==> config.mk <==
export PLATFORM = sky130hd
export DESIGN_NAME = commit_unit_flat
export DESIGN_NICKNAME = d
export VERILOG_FILES = /design/src/rtl/commit_unit_if.sv /design/src/rtl/commit_unit.sv /design/src/flat_wrapper.sv
export SDC_FILE = /design/constraint.sdc
export NUM_CORES = 1
export LEC_CHECK = 0
export ABC_CLOCK_PERIOD_IN_PS = 3100
export BUFFER_PORTS_ARGS = -buffer_cell sky130_fd_sc_hd__clkbuf_2
export CORE_AREA = 3 3 149 151
export DETAILED_ROUTE_END_ITERATION = 6
export DIE_AREA = 0 0 152 154
export GPL_TIMING_DRIVEN = 0
export HOLD_SLACK_MARGIN = 0.06
export PLACE_DENSITY_LB_ADDON = 0.15
export SYNTH_ARGS = -nofsm -noshare
export SYNTH_HDL_FRONTEND = slang
export SYNTH_SLANG_ARGS = --single-unit
==> constraint.sdc <==
create_clock -name clk -period 3.1 [get_ports clk]
set_input_delay 0.62 -clock clk [delete_from_list [all_inputs] [get_ports clk]]
set_output_delay 0.62 -clock clk [all_outputs]
set_load 0.005 [all_outputs]
==> src/rtl/commit_unit_if.sv <==
// Commit-side bundle of the retire stage: ROB head in, architectural side
// effects out, plus the data-memory write port and retire statistics.
//   slave  : used by commit_unit (consumes the ROB head, drives side effects)
//   master : used by the surrounding pipeline / bench
interface commit_unit_if #(
    parameter int unsigned ROB_ID_WIDTH = 3,
    parameter int unsigned OP_WIDTH     = 8,
    parameter int unsigned XLEN         = 32
);
    // ROB head
    logic                    commit_valid;
    logic [ROB_ID_WIDTH-1:0] commit_id;
    logic [OP_WIDTH-1:0]     commit_op;
    logic [4:0]              commit_rd;
    logic [XLEN-1:0]         commit_value;
    logic [XLEN-1:0]         commit_pc;
    logic [XLEN-1:0]         commit_addr;
    logic                    commit_pred;
    logic                    commit_outcome;
    logic [XLEN-1:0]         commit_pred_target;
    logic                    commit_ack;
    // register file / rename table
    logic                    rf_we;
    logic [4:0]              rf_waddr;
    logic [XLEN-1:0]         rf_wdata;
    logic [ROB_ID_WIDTH-1:0] rf_wrob;
    // data-memory write port
    logic                    mem_wr_valid;
    logic [XLEN-1:0]         mem_wr_addr;
    logic [XLEN-1:0]         mem_wr_data;
    logic [1:0]              mem_wr_size;
    logic                    mem_wr_done;
    // fetch / predictor
    logic                    flush;
    logic                    redirect_valid;
    logic [XLEN-1:0]         redirect_pc;
    logic                    bp_update_valid;
    logic [XLEN-1:0]         bp_update_pc;
    logic                    bp_update_taken;
    // statistics
    logic [31:0]             retired_cnt;
    logic [31:0]             mispredict_cnt;

    modport slave (
        input  commit_valid, commit_id, commit_op, commit_rd, commit_value,
               commit_pc, commit_addr, commit_pred, commit_outcome,
               commit_pred_target, mem_wr_done,
        output commit_ack, rf_we, rf_waddr, rf_wdata, rf_wrob,
               mem_wr_valid, mem_wr_addr, mem_wr_data, mem_wr_size,
               flush, redirect_valid, redirect_pc,
               bp_update_valid, bp_update_pc, bp_update_taken,
               retired_cnt, mispredict_cnt
    );

    modport master (
        output commit_valid, commit_id, commit_op, commit_rd, commit_value,
               commit_pc, commit_addr, commit_pred, commit_outcome,
               commit_pred_target, mem_wr_done,
        input  commit_ack, rf_we, rf_waddr, rf_wdata, rf_wrob,
               mem_wr_valid, mem_wr_addr, mem_wr_data, mem_wr_size,
               flush, redirect_valid, redirect_pc,
               bp_update_valid, bp_update_pc, bp_update_taken,
               retired_cnt, mispredict_cnt
    );
endinterface

==> src/rtl/commit_unit.sv <==
// Retire stage. Inspects the ROB head each cycle and retires it via
// commit_ack, performing the register write, store issue, predictor update
// and flush/redirect on mispredict.
// Ports: clk, rst (synchronous, active-high), cif (commit_unit_if.slave).
// commit_ack, rf_*, flush, redirect_*, bp_update_* are combinational and
// forced to 0 during reset; mem_wr_* and the counters are registered.
// AluOp encodings (mirror of defines.v):
//   SB=0x20 SH=0x21 SW=0x22, BEQ..BGEU=0x30..0x35, JAL=0x40, JALR=0x41,
//   anything else is an ordinary register-writing op.
module commit_unit #(
    parameter int unsigned ROB_ID_WIDTH = 3,
    parameter int unsigned OP_WIDTH     = 8,
    parameter int unsigned XLEN         = 32
) (
    input  logic         clk,
    input  logic         rst,
    commit_unit_if.slave cif
);
    localparam logic [OP_WIDTH-1:0] OP_SB   = OP_WIDTH'(8'h20);
    localparam logic [OP_WIDTH-1:0] OP_SH   = OP_WIDTH'(8'h21);
    localparam logic [OP_WIDTH-1:0] OP_SW   = OP_WIDTH'(8'h22);
    localparam logic [OP_WIDTH-1:0] OP_BEQ  = OP_WIDTH'(8'h30);
    localparam logic [OP_WIDTH-1:0] OP_BGEU = OP_WIDTH'(8'h35);
    localparam logic [OP_WIDTH-1:0] OP_JAL  = OP_WIDTH'(8'h40);
    localparam logic [OP_WIDTH-1:0] OP_JALR = OP_WIDTH'(8'h41);

    typedef enum logic {RUN, STORE_WAIT} state_t;

    state_t          state_q, state_d;
    logic            wr_valid_q, wr_valid_d;
    logic [XLEN-1:0] wr_addr_q, wr_addr_d;
    logic [XLEN-1:0] wr_data_q, wr_data_d;
    logic [1:0]      wr_size_q, wr_size_d;
    logic [31:0]     retired_q, mispred_q;

    logic            ack, rf_we, flush, redirect_valid, bp_valid, bp_taken;
    logic [4:0]      rf_waddr;
    logic [XLEN-1:0] rf_wdata, redirect_pc, bp_pc;
    logic [ROB_ID_WIDTH-1:0] rf_wrob;

    // op class decode
    logic is_store, is_branch, is_jal, is_jalr;
    logic [1:0] store_size;
    always_comb begin
        is_store   = (cif.commit_op == OP_SB) || (cif.commit_op == OP_SH) ||
                     (cif.commit_op == OP_SW);
        is_branch  = (cif.commit_op >= OP_BEQ) && (cif.commit_op <= OP_BGEU);
        is_jal     = (cif.commit_op == OP_JAL);
        is_jalr    = (cif.commit_op == OP_JALR);
        store_size = (cif.commit_op == OP_SB) ? 2'd0 :
                     (cif.commit_op == OP_SH) ? 2'd1 : 2'd2;
    end

    // misprediction detection and redirect target
    logic            mispredict;
    logic [XLEN-1:0] target;
    always_comb begin
        mispredict = 1'b0;
        target     = cif.commit_addr;
        if (is_branch) begin
            mispredict = (cif.commit_pred != cif.commit_outcome) ||
                         (cif.commit_outcome && (cif.commit_pred_target != cif.commit_addr));
            target     = cif.commit_outcome ? cif.commit_addr
                                            : XLEN'(cif.commit_pc + XLEN'(4));
        end else if (is_jalr) begin
            mispredict = !cif.commit_pred || (cif.commit_pred_target != cif.commit_addr);
        end
    end

    // next-state and retire outputs
    always_comb begin
        state_d        = state_q;
        wr_valid_d     = wr_valid_q;
        wr_addr_d      = wr_addr_q;
        wr_data_d      = wr_data_q;
        wr_size_d      = wr_size_q;
        ack            = 1'b0;
        rf_we          = 1'b0;
        rf_waddr       = '0;
        rf_wdata       = '0;
        rf_wrob        = '0;
        flush          = 1'b0;
        redirect_valid = 1'b0;
        redirect_pc    = '0;
        bp_valid       = 1'b0;
        bp_pc          = '0;
        bp_taken       = 1'b0;
        if (!rst) begin
            rf_waddr = cif.commit_rd;
            rf_wdata = cif.commit_value;
            rf_wrob  = cif.commit_id;
            bp_pc    = cif.commit_pc;
            bp_taken = cif.commit_outcome;
            unique case (state_q)
                RUN: begin
                    if (cif.commit_valid) begin
                        if (is_store) begin
                            wr_valid_d = 1'b1;
                            wr_addr_d  = cif.commit_addr;
                            wr_data_d  = cif.commit_value;
                            wr_size_d  = store_size;
                            state_d    = STORE_WAIT;
                        end else begin
                            ack      = 1'b1;
                            rf_we    = !is_branch && (cif.commit_rd != 5'd0);
                            bp_valid = is_branch;
                            if (mispredict) begin
                                flush          = 1'b1;
                                redirect_valid = 1'b1;
                                redirect_pc    = target;
                            end
                        end
                    end
                end
                STORE_WAIT: begin
                    // store retires only when the write has landed and the head is still presented
                    if (cif.mem_wr_done && cif.commit_valid) begin
                        ack        = 1'b1;
                        wr_valid_d = 1'b0;
                        state_d    = RUN;
                    end
                end
                default: state_d = RUN;
            endcase
        end
    end

    // state, store request and counter registers
    always_ff @(posedge clk) begin
        if (rst) begin
            state_q    <= RUN;
            wr_valid_q <= 1'b0;
            wr_addr_q  <= '0;
            wr_data_q  <= '0;
            wr_size_q  <= 2'd0;
            retired_q  <= 32'd0;
            mispred_q  <= 32'd0;
        end else begin
            state_q    <= state_d;
            wr_valid_q <= wr_valid_d;
            wr_addr_q  <= wr_addr_d;
            wr_data_q  <= wr_data_d;
            wr_size_q  <= wr_size_d;
            if (ack)   retired_q <= retired_q + 32'd1;
            if (flush) mispred_q <= mispred_q + 32'd1;
        end
    end

    assign cif.commit_ack      = ack;
    assign cif.rf_we           = rf_we;
    assign cif.rf_waddr        = rf_waddr;
    assign cif.rf_wdata        = rf_wdata;
    assign cif.rf_wrob         = rf_wrob;
    assign cif.mem_wr_valid    = wr_valid_q;
    assign cif.mem_wr_addr     = wr_addr_q;
    assign cif.mem_wr_data     = wr_data_q;
    assign cif.mem_wr_size     = wr_size_q;
    assign cif.flush           = flush;
    assign cif.redirect_valid  = redirect_valid;
    assign cif.redirect_pc     = redirect_pc;
    assign cif.bp_update_valid = bp_valid;
    assign cif.bp_update_pc    = bp_pc;
    assign cif.bp_update_taken = bp_taken;
    assign cif.retired_cnt     = retired_q;
    assign cif.mispredict_cnt  = mispred_q;
endmodule

==> src/flat_wrapper.sv <==
// flat-port wrapper written by rule: the top's interface ports become plain ports
module commit_unit_flat 
#(
    parameter int unsigned ROB_ID_WIDTH = 3,
    parameter int unsigned OP_WIDTH     = 8,
    parameter int unsigned XLEN         = 32
)
  (clk, rst, cif_commit_valid, cif_commit_id, cif_commit_op, cif_commit_rd, cif_commit_value, cif_commit_pc, cif_commit_addr, cif_commit_pred, cif_commit_outcome, cif_commit_pred_target, cif_mem_wr_done, cif_commit_ack, cif_rf_we, cif_rf_waddr, cif_rf_wdata, cif_rf_wrob, cif_mem_wr_valid, cif_mem_wr_addr, cif_mem_wr_data, cif_mem_wr_size, cif_flush, cif_redirect_valid, cif_redirect_pc, cif_bp_update_valid, cif_bp_update_pc, cif_bp_update_taken, cif_retired_cnt, cif_mispredict_cnt);
  commit_unit_if #(.ROB_ID_WIDTH(ROB_ID_WIDTH), .OP_WIDTH(OP_WIDTH), .XLEN(XLEN)) cif_i ();
  input  logic clk;
  input  logic rst;
  input wire logic [$bits(cif_i.commit_valid)-1:0] cif_commit_valid;
  input wire logic [$bits(cif_i.commit_id)-1:0] cif_commit_id;
  input wire logic [$bits(cif_i.commit_op)-1:0] cif_commit_op;
  input wire logic [$bits(cif_i.commit_rd)-1:0] cif_commit_rd;
  input wire logic [$bits(cif_i.commit_value)-1:0] cif_commit_value;
  input wire logic [$bits(cif_i.commit_pc)-1:0] cif_commit_pc;
  input wire logic [$bits(cif_i.commit_addr)-1:0] cif_commit_addr;
  input wire logic [$bits(cif_i.commit_pred)-1:0] cif_commit_pred;
  input wire logic [$bits(cif_i.commit_outcome)-1:0] cif_commit_outcome;
  input wire logic [$bits(cif_i.commit_pred_target)-1:0] cif_commit_pred_target;
  input wire logic [$bits(cif_i.mem_wr_done)-1:0] cif_mem_wr_done;
  output wire logic [$bits(cif_i.commit_ack)-1:0] cif_commit_ack;
  output wire logic [$bits(cif_i.rf_we)-1:0] cif_rf_we;
  output wire logic [$bits(cif_i.rf_waddr)-1:0] cif_rf_waddr;
  output wire logic [$bits(cif_i.rf_wdata)-1:0] cif_rf_wdata;
  output wire logic [$bits(cif_i.rf_wrob)-1:0] cif_rf_wrob;
  output wire logic [$bits(cif_i.mem_wr_valid)-1:0] cif_mem_wr_valid;
  output wire logic [$bits(cif_i.mem_wr_addr)-1:0] cif_mem_wr_addr;
  output wire logic [$bits(cif_i.mem_wr_data)-1:0] cif_mem_wr_data;
  output wire logic [$bits(cif_i.mem_wr_size)-1:0] cif_mem_wr_size;
  output wire logic [$bits(cif_i.flush)-1:0] cif_flush;
  output wire logic [$bits(cif_i.redirect_valid)-1:0] cif_redirect_valid;
  output wire logic [$bits(cif_i.redirect_pc)-1:0] cif_redirect_pc;
  output wire logic [$bits(cif_i.bp_update_valid)-1:0] cif_bp_update_valid;
  output wire logic [$bits(cif_i.bp_update_pc)-1:0] cif_bp_update_pc;
  output wire logic [$bits(cif_i.bp_update_taken)-1:0] cif_bp_update_taken;
  output wire logic [$bits(cif_i.retired_cnt)-1:0] cif_retired_cnt;
  output wire logic [$bits(cif_i.mispredict_cnt)-1:0] cif_mispredict_cnt;
  assign cif_i.commit_valid = cif_commit_valid;
  assign cif_i.commit_id = cif_commit_id;
  assign cif_i.commit_op = cif_commit_op;
  assign cif_i.commit_rd = cif_commit_rd;
  assign cif_i.commit_value = cif_commit_value;
  assign cif_i.commit_pc = cif_commit_pc;
  assign cif_i.commit_addr = cif_commit_addr;
  assign cif_i.commit_pred = cif_commit_pred;
  assign cif_i.commit_outcome = cif_commit_outcome;
  assign cif_i.commit_pred_target = cif_commit_pred_target;
  assign cif_i.mem_wr_done = cif_mem_wr_done;
  assign cif_commit_ack = cif_i.commit_ack;
  assign cif_rf_we = cif_i.rf_we;
  assign cif_rf_waddr = cif_i.rf_waddr;
  assign cif_rf_wdata = cif_i.rf_wdata;
  assign cif_rf_wrob = cif_i.rf_wrob;
  assign cif_mem_wr_valid = cif_i.mem_wr_valid;
  assign cif_mem_wr_addr = cif_i.mem_wr_addr;
  assign cif_mem_wr_data = cif_i.mem_wr_data;
  assign cif_mem_wr_size = cif_i.mem_wr_size;
  assign cif_flush = cif_i.flush;
  assign cif_redirect_valid = cif_i.redirect_valid;
  assign cif_redirect_pc = cif_i.redirect_pc;
  assign cif_bp_update_valid = cif_i.bp_update_valid;
  assign cif_bp_update_pc = cif_i.bp_update_pc;
  assign cif_bp_update_taken = cif_i.bp_update_taken;
  assign cif_retired_cnt = cif_i.retired_cnt;
  assign cif_mispredict_cnt = cif_i.mispredict_cnt;
  commit_unit #(.ROB_ID_WIDTH(ROB_ID_WIDTH), .OP_WIDTH(OP_WIDTH), .XLEN(XLEN)) u_core (.clk(clk), .rst(rst), .cif(cif_i));
endmodule
== Word level (Yosys, flattened, before mapping) ==
Index checks and enable logic that the tools add are counted.

* Register bits after elaboration: 132
* Bits of input ports: 150
* Word-level logic and storage cells: 77

* $add $sub $neg: 3
* Magnitude comparators: 2
* Equal/unequal tests: 9
* Multiplexer cells: 42
* Bitwise logic cells: 1
* Reduce and logical (&&, ||, !) cells: 13

{| class="wikitable"
|+ Operators by type and width
! kind !! count
|-
| $mux 32 || 9
|-
| $add 32x1->32 const B || 2
|-
| $add 32x3->32 const B || 1
|-
| $ne 32x32->1 || 1
|-
| $mux 1 || 26
|-
| $eq 8x6->1 const B || 3
|-
| $eq 8x7->1 const B || 1
|-
| $ge 8x6->1 const B || 1
|-
| $le 8x6->1 const B || 1
|-
| $pmux 1 s2 || 3
|-
| $reduce_and 3->1 || 2
|-
| $mux 5 || 1
|-
| $reduce_bool 5->1 || 1
|-
| $logic_and 1x1->1 || 4
|-
| $logic_or 1x1->1 || 4
|-
| $mux 2 || 2
|-
| $ne 2x2->1 const B || 2
|-
| $mux 3 || 1
|-
| $logic_not 1->1 || 2
|-
| $ne 2x1->1 const B || 1
|-
| $ne 1x1->1 || 1
|-
| $not 1->1 || 1
|}

== Logic depth before layout (Yosys ltp) ==
* Word-level depth: 9
* Mapped depth: 9
* Depth with buffers taken out: 7

== Least setup slack after synthesis ==
Ideal clock, no wire load.

* Kind: input -> output
* Start point: in cif_commit_op[3]
* End point: out cif_redirect_pc[2]
* Data arrival time: 2.458 ns
* Required time: 2.480 ns
* Slack: 0.022 ns
* Cell stages on the path: 7
* Buffers on the path: 2
* Path through: or4b_4 nor3_4 nor3_1 a41o_1 clkbuf_1 clkbuf_1 a211oi_1

* Word-level cells in the longest chain between the ends: 8
* Elaborated cells on any way between the ends: 17

{| class="wikitable"
|+ RTL lines
! element !! RTL line !! source
|-
| start, declared || flat_wrapper.sv:14 || <nowiki>input wire logic [$bits(cif_i.commit_op)-1:0] cif_commit_op;</nowiki>
|-
| $ge 8x6->1, or another cell as far along || commit_unit.sv:47 || <nowiki>is_branch = (cif.commit_op >= OP_BEQ) && (cif.commit_op <= OP_BGEU);</nowiki>
|-
| $logic_and 1x1->1 / $mux 1 (equally long branches) || commit_unit.sv:47, commit_unit.sv:65 ||
|-
| $mux 32 / $mux 1 (equally long branches) || commit_unit.sv:60 || <nowiki>if (is_branch) begin</nowiki>
|-
| $mux 32 || commit_unit.sv:107 || <nowiki>if (mispredict) begin</nowiki>
|-
| $mux 32 * || commit_unit.sv:97 || <nowiki>if (is_store) begin</nowiki>
|-
| $mux 32 * || commit_unit.sv:96 || <nowiki>if (cif.commit_valid) begin</nowiki>
|-
| $mux 32 * || commit_unit.sv:94 || <nowiki>unique case (state_q)</nowiki>
|-
| $mux 32 * || commit_unit.sv:88 || <nowiki>if (!rst) begin</nowiki>
|-
| end, declared || flat_wrapper.sv:34 || <nowiki>output wire logic [$bits(cif_i.redirect_pc)-1:0] cif_redirect_pc;</nowiki>
|}

Mark *: on every way between the ends. The rest lies on a longest branch, timed or not.

== Final worst setup path ==
* Start point: in cif_commit_op[6]
* End point: out cif_redirect_pc[18]

The elaborated chain is that of the path after synthesis.

==> flow_summary.toml <==
[run_status]
status = "complete, but fails checks"
violations = "negative setup slack"

[clocking]
hold_buffers = 0
h-tree-depth = 4
clockRootBuffer = "clkbuf_16"
cts_tree = "done"
clock_path_buffers = 2
cts_sinks = 132
numCtsBuffers = 17
clk_latency_ps = 420
path_clk_slew_ps = 60

[global_routing]
antenna_found_initial = 2
use_met2 = 0.435
grt_pass1_vias = 8102
grt_most_used_layer = "met2"
grt-ovfl-total = 0
use_met1 = 0.307
grtUsageMet3 = 0.0715
grt_first_pass_wirelength_mm = 46.9
grt_start_max_net_pins = 17
grt.total_usage = 0.254

[power]
powerDensity_nw_per_um2 = 405
ir_drop_mv = 0.334
swShare = 0.260
internal_power_uw = 3190
power_frac_seq = 0.395
clkPwrFrac = 0.496
power.static_leakage_uw = 0.00444
comb_power_share = 0.109
switching_power_uw = 1120

[yosys]
synth_top_family_by_area = "simple AND/OR/NAND/NOR gates"
syn_area_um2 = 7210
ys_top_cells_by_count = "168 x nand2_1, 132 x dfxtp_1, 102 x a21oi_1"
syn_avg_cell_area_um2 = 7.49
synth.area.top_cells = "dfxtp_1 37%, nand2_1 8.8%, a21oi_1 7.1%"
synth_nets = 1115
synth_top_area_share = 0.367
synthMuxAreaShare = 0.00695
ys_warn_count = 0
synth.ff_latch_count = 132
netlist_instances = 962
synth_xor_area_frac = 0.102
ys_types = 41
yosysTopAreaCell = "dfxtp_1"
ys_seq_area_frac = 0.367
synth_compound_area_frac = 0.139
synth-edff-count = 0
synth-simple-area-share = 0.341
yosysMostFrequentCell = "nand2_1"
synthAdderAreaFrac = 0.00521
async_flop_share = 0
synthFlopType = "dfxtp_1"

[floorplan]
die_y_um = 154
ios = 391
fp-row-count = 53
core_um2 = 21000
die_w_um = 152
initial_utilization = 0.344
dieArea_um2 = 23400

[routing]
via_count = 8459
ant_nets = 0
drc_errors = 0
drtPass1Iterations = 6
wirelength_mm = 31.0
via_per_inst = 5.06
wire_per_inst_um = 18.5
drt_iter0_drc = 431

[sta]
fin_crit_ps = 3170
fmax_ghz = 0.315
setup_ws_ps = -69.8
grt_setup_unrepaired = "yes"
fin_skew_ps = 9.94
timing.final.crit_share = 1.02
setup_viol = 11
hold_viol = 0
hold_ws_ps = 430
slew_violations = 0
relSlewSlack = 0.361
worst_pin_slew_ps = 951

[worst_setup_path]
crit_path_cell_trace = "buf_6, or4b_4, nor3_4, nor3_2, a41o_4, clkbuf_16, a311oi_2, buf_2"
worst_ep_required_time_ps = 2480
start_kind = "input pin"
r2r_start = "u_core.state_q"
cp-end-kind = "output pin"
r2r_cells = 10
cpPeakStageDelay_ps = 560
crit_fanout = 6
ff2ff_setup_slack_ps = 280
cp_slowest_cell = "or4b_4"
cp-endpoint = "cif_redirect_pc[18]"
worstSetupPathType = "input pin to output pin"
reg2reg_to = "u_core.cif.mispredict_cnt[23]"
startpoint = "cif_commit_op[6]"
arrival_ps = 2550

[cells_and_area]
nets = 1538
fin_util = 0.509
n_antenna_cell = 0
final_layout_size_suffix_gt1_frac = 0.355
area_growth_syn_to_layout_pct = 47.9

[placement]
portBuffers = 389
gp_congestion = 0.880
hpwl_mm = 24.1

[worst_hold_path]
worstHoldPathType = "input pin to flip-flop"
min_path_cells = 3

[run]
drv_cap = 0
-- layer usage --
metal,up-vias,part of all wire
met1,3860,0.40
met3,56,0.075
met5,-,0.00087
met2,361,0.49
li1,4178,-
met4,4,0.030
-- repair_timing --
action | CTS | global route
setup endpoints to repair | 39 | 59
cloned | 0 | 3
hold endpoints to repair | 0 | 0
pin swaps | 7 | 9
buffers inserted | 8 | 6
resized for setup | 74 | 53
-- flip-flops by register name, summed over array words and instances, names as in the netlist --
register and cells:
u_core.state_q 1, u_core.cif.mem_wr_valid 1, u_core.cif.mispredict_cnt 32, u_core.cif.mem_wr_addr 32, u_core.cif.retired_cnt 32, u_core.cif.mem_wr_size 2
u_core.cif.mem_wr_data 32
-- per-stage QoR --
stage / worst slack [ps] / instances / TNS (ps) / instance area (um^2) / power (uW)
2_1_floorplan: 21.7 / 962 / 0 / 7210 / 1920
5_1_grt: -133 / 1673 / -2320 / 10700 / 4480
3_5_place_dp: -1090 / 1626 / -43860 / 9500 / 2190
3_3_place_gp: -1070 / 1626 / -43520 / 9500 / 2190
4_1_cts: -76.8 / 1666 / -1480 / 10500 / 4340
6_report: -69.8 / 1673 / -177 / 10700 / 4310
-- how the worst min path moves through the flow --
stage,from,endpoint,slack [ps]
floorplan,u_core.cif.mem_wr_size[0],u_core.cif.mem_wr_size[0],450
finish,cif_commit_value[22],u_core.cif.mem_wr_data[22],430
detailed placement,u_core.cif.mem_wr_data[22],u_core.cif.mem_wr_data[22],450
global route,cif_commit_value[22],u_core.cif.mem_wr_data[22],430
CTS,cif_commit_value[22],u_core.cif.mem_wr_data[22],420
global placement,u_core.cif.mem_wr_data[31],u_core.cif.mem_wr_data[31],440
-- power groups by stage --
stage,Sequential [uW],Combinational (uW),Clock [uW]
after global routing,1710,514,2260
after CTS,1710,465,2170
final,1710,470,2140
after global placement,1740,445,0
after floorplan,1740,176,0
after detailed placement,1740,445,0
-- placed cells by master (no fill, tap or decap), types with 5 or more instances in the layout --
cell type / count
buf_4: 12
mux2i_1: 5
o31ai_1: 12
and4_1: 9
inv_6: 6
clkbuf_1: 40
nor3_1: 15
a21oi_1: 102
dfxtp_1: 132
a211oi_2: 21
clkbuf_2: 361
o21ai_1: 18
xor2_1: 37
and3_1: 12
clkbuf_16: 22
nor2_1: 79
nand3_1: 31
o21ai_0: 8
or4_1: 12
or3_1: 30
xnor2_1: 46
nand4_1: 33
nand2_1: 168
nor4_1: 6
buf_2: 31
inv_1: 12
nor2b_1: 73
-- kinds of logic (layout without fill, tap and decap cells) --
family | after synthesis | after routing
buf+inv | 72 | 508
fa+ha+maj | 3 | 3
simple gates | 491 | 491
compound gates | 175 | 175
mux | 5 | 5
xor+xnor | 84 | 84
flops | 132 | 132
-- critical path: cells and delay by family --
family,cells,cell delay [ps]
compound gates,2,530
buf+inv,3,430
simple gates,3,950
-- final cells by class --
| type | instances | area [um^2] |
|---|---|---|
| fillers | 2155 | 10300 |
| flip-flops and latches | 132 | 2640 |
| plain buffers | 58 | 357 |
| multi-input cells | 758 | 4510 |
| clock inverters | 15 | 194 |
| inverters | 13 | 48.8 |
| repair buffers | 405 | 2130 |
| clock buffers | 17 | 425 |
| well taps | 275 | 344 |
Note: power is estimated with default switching activity, not from simulation.
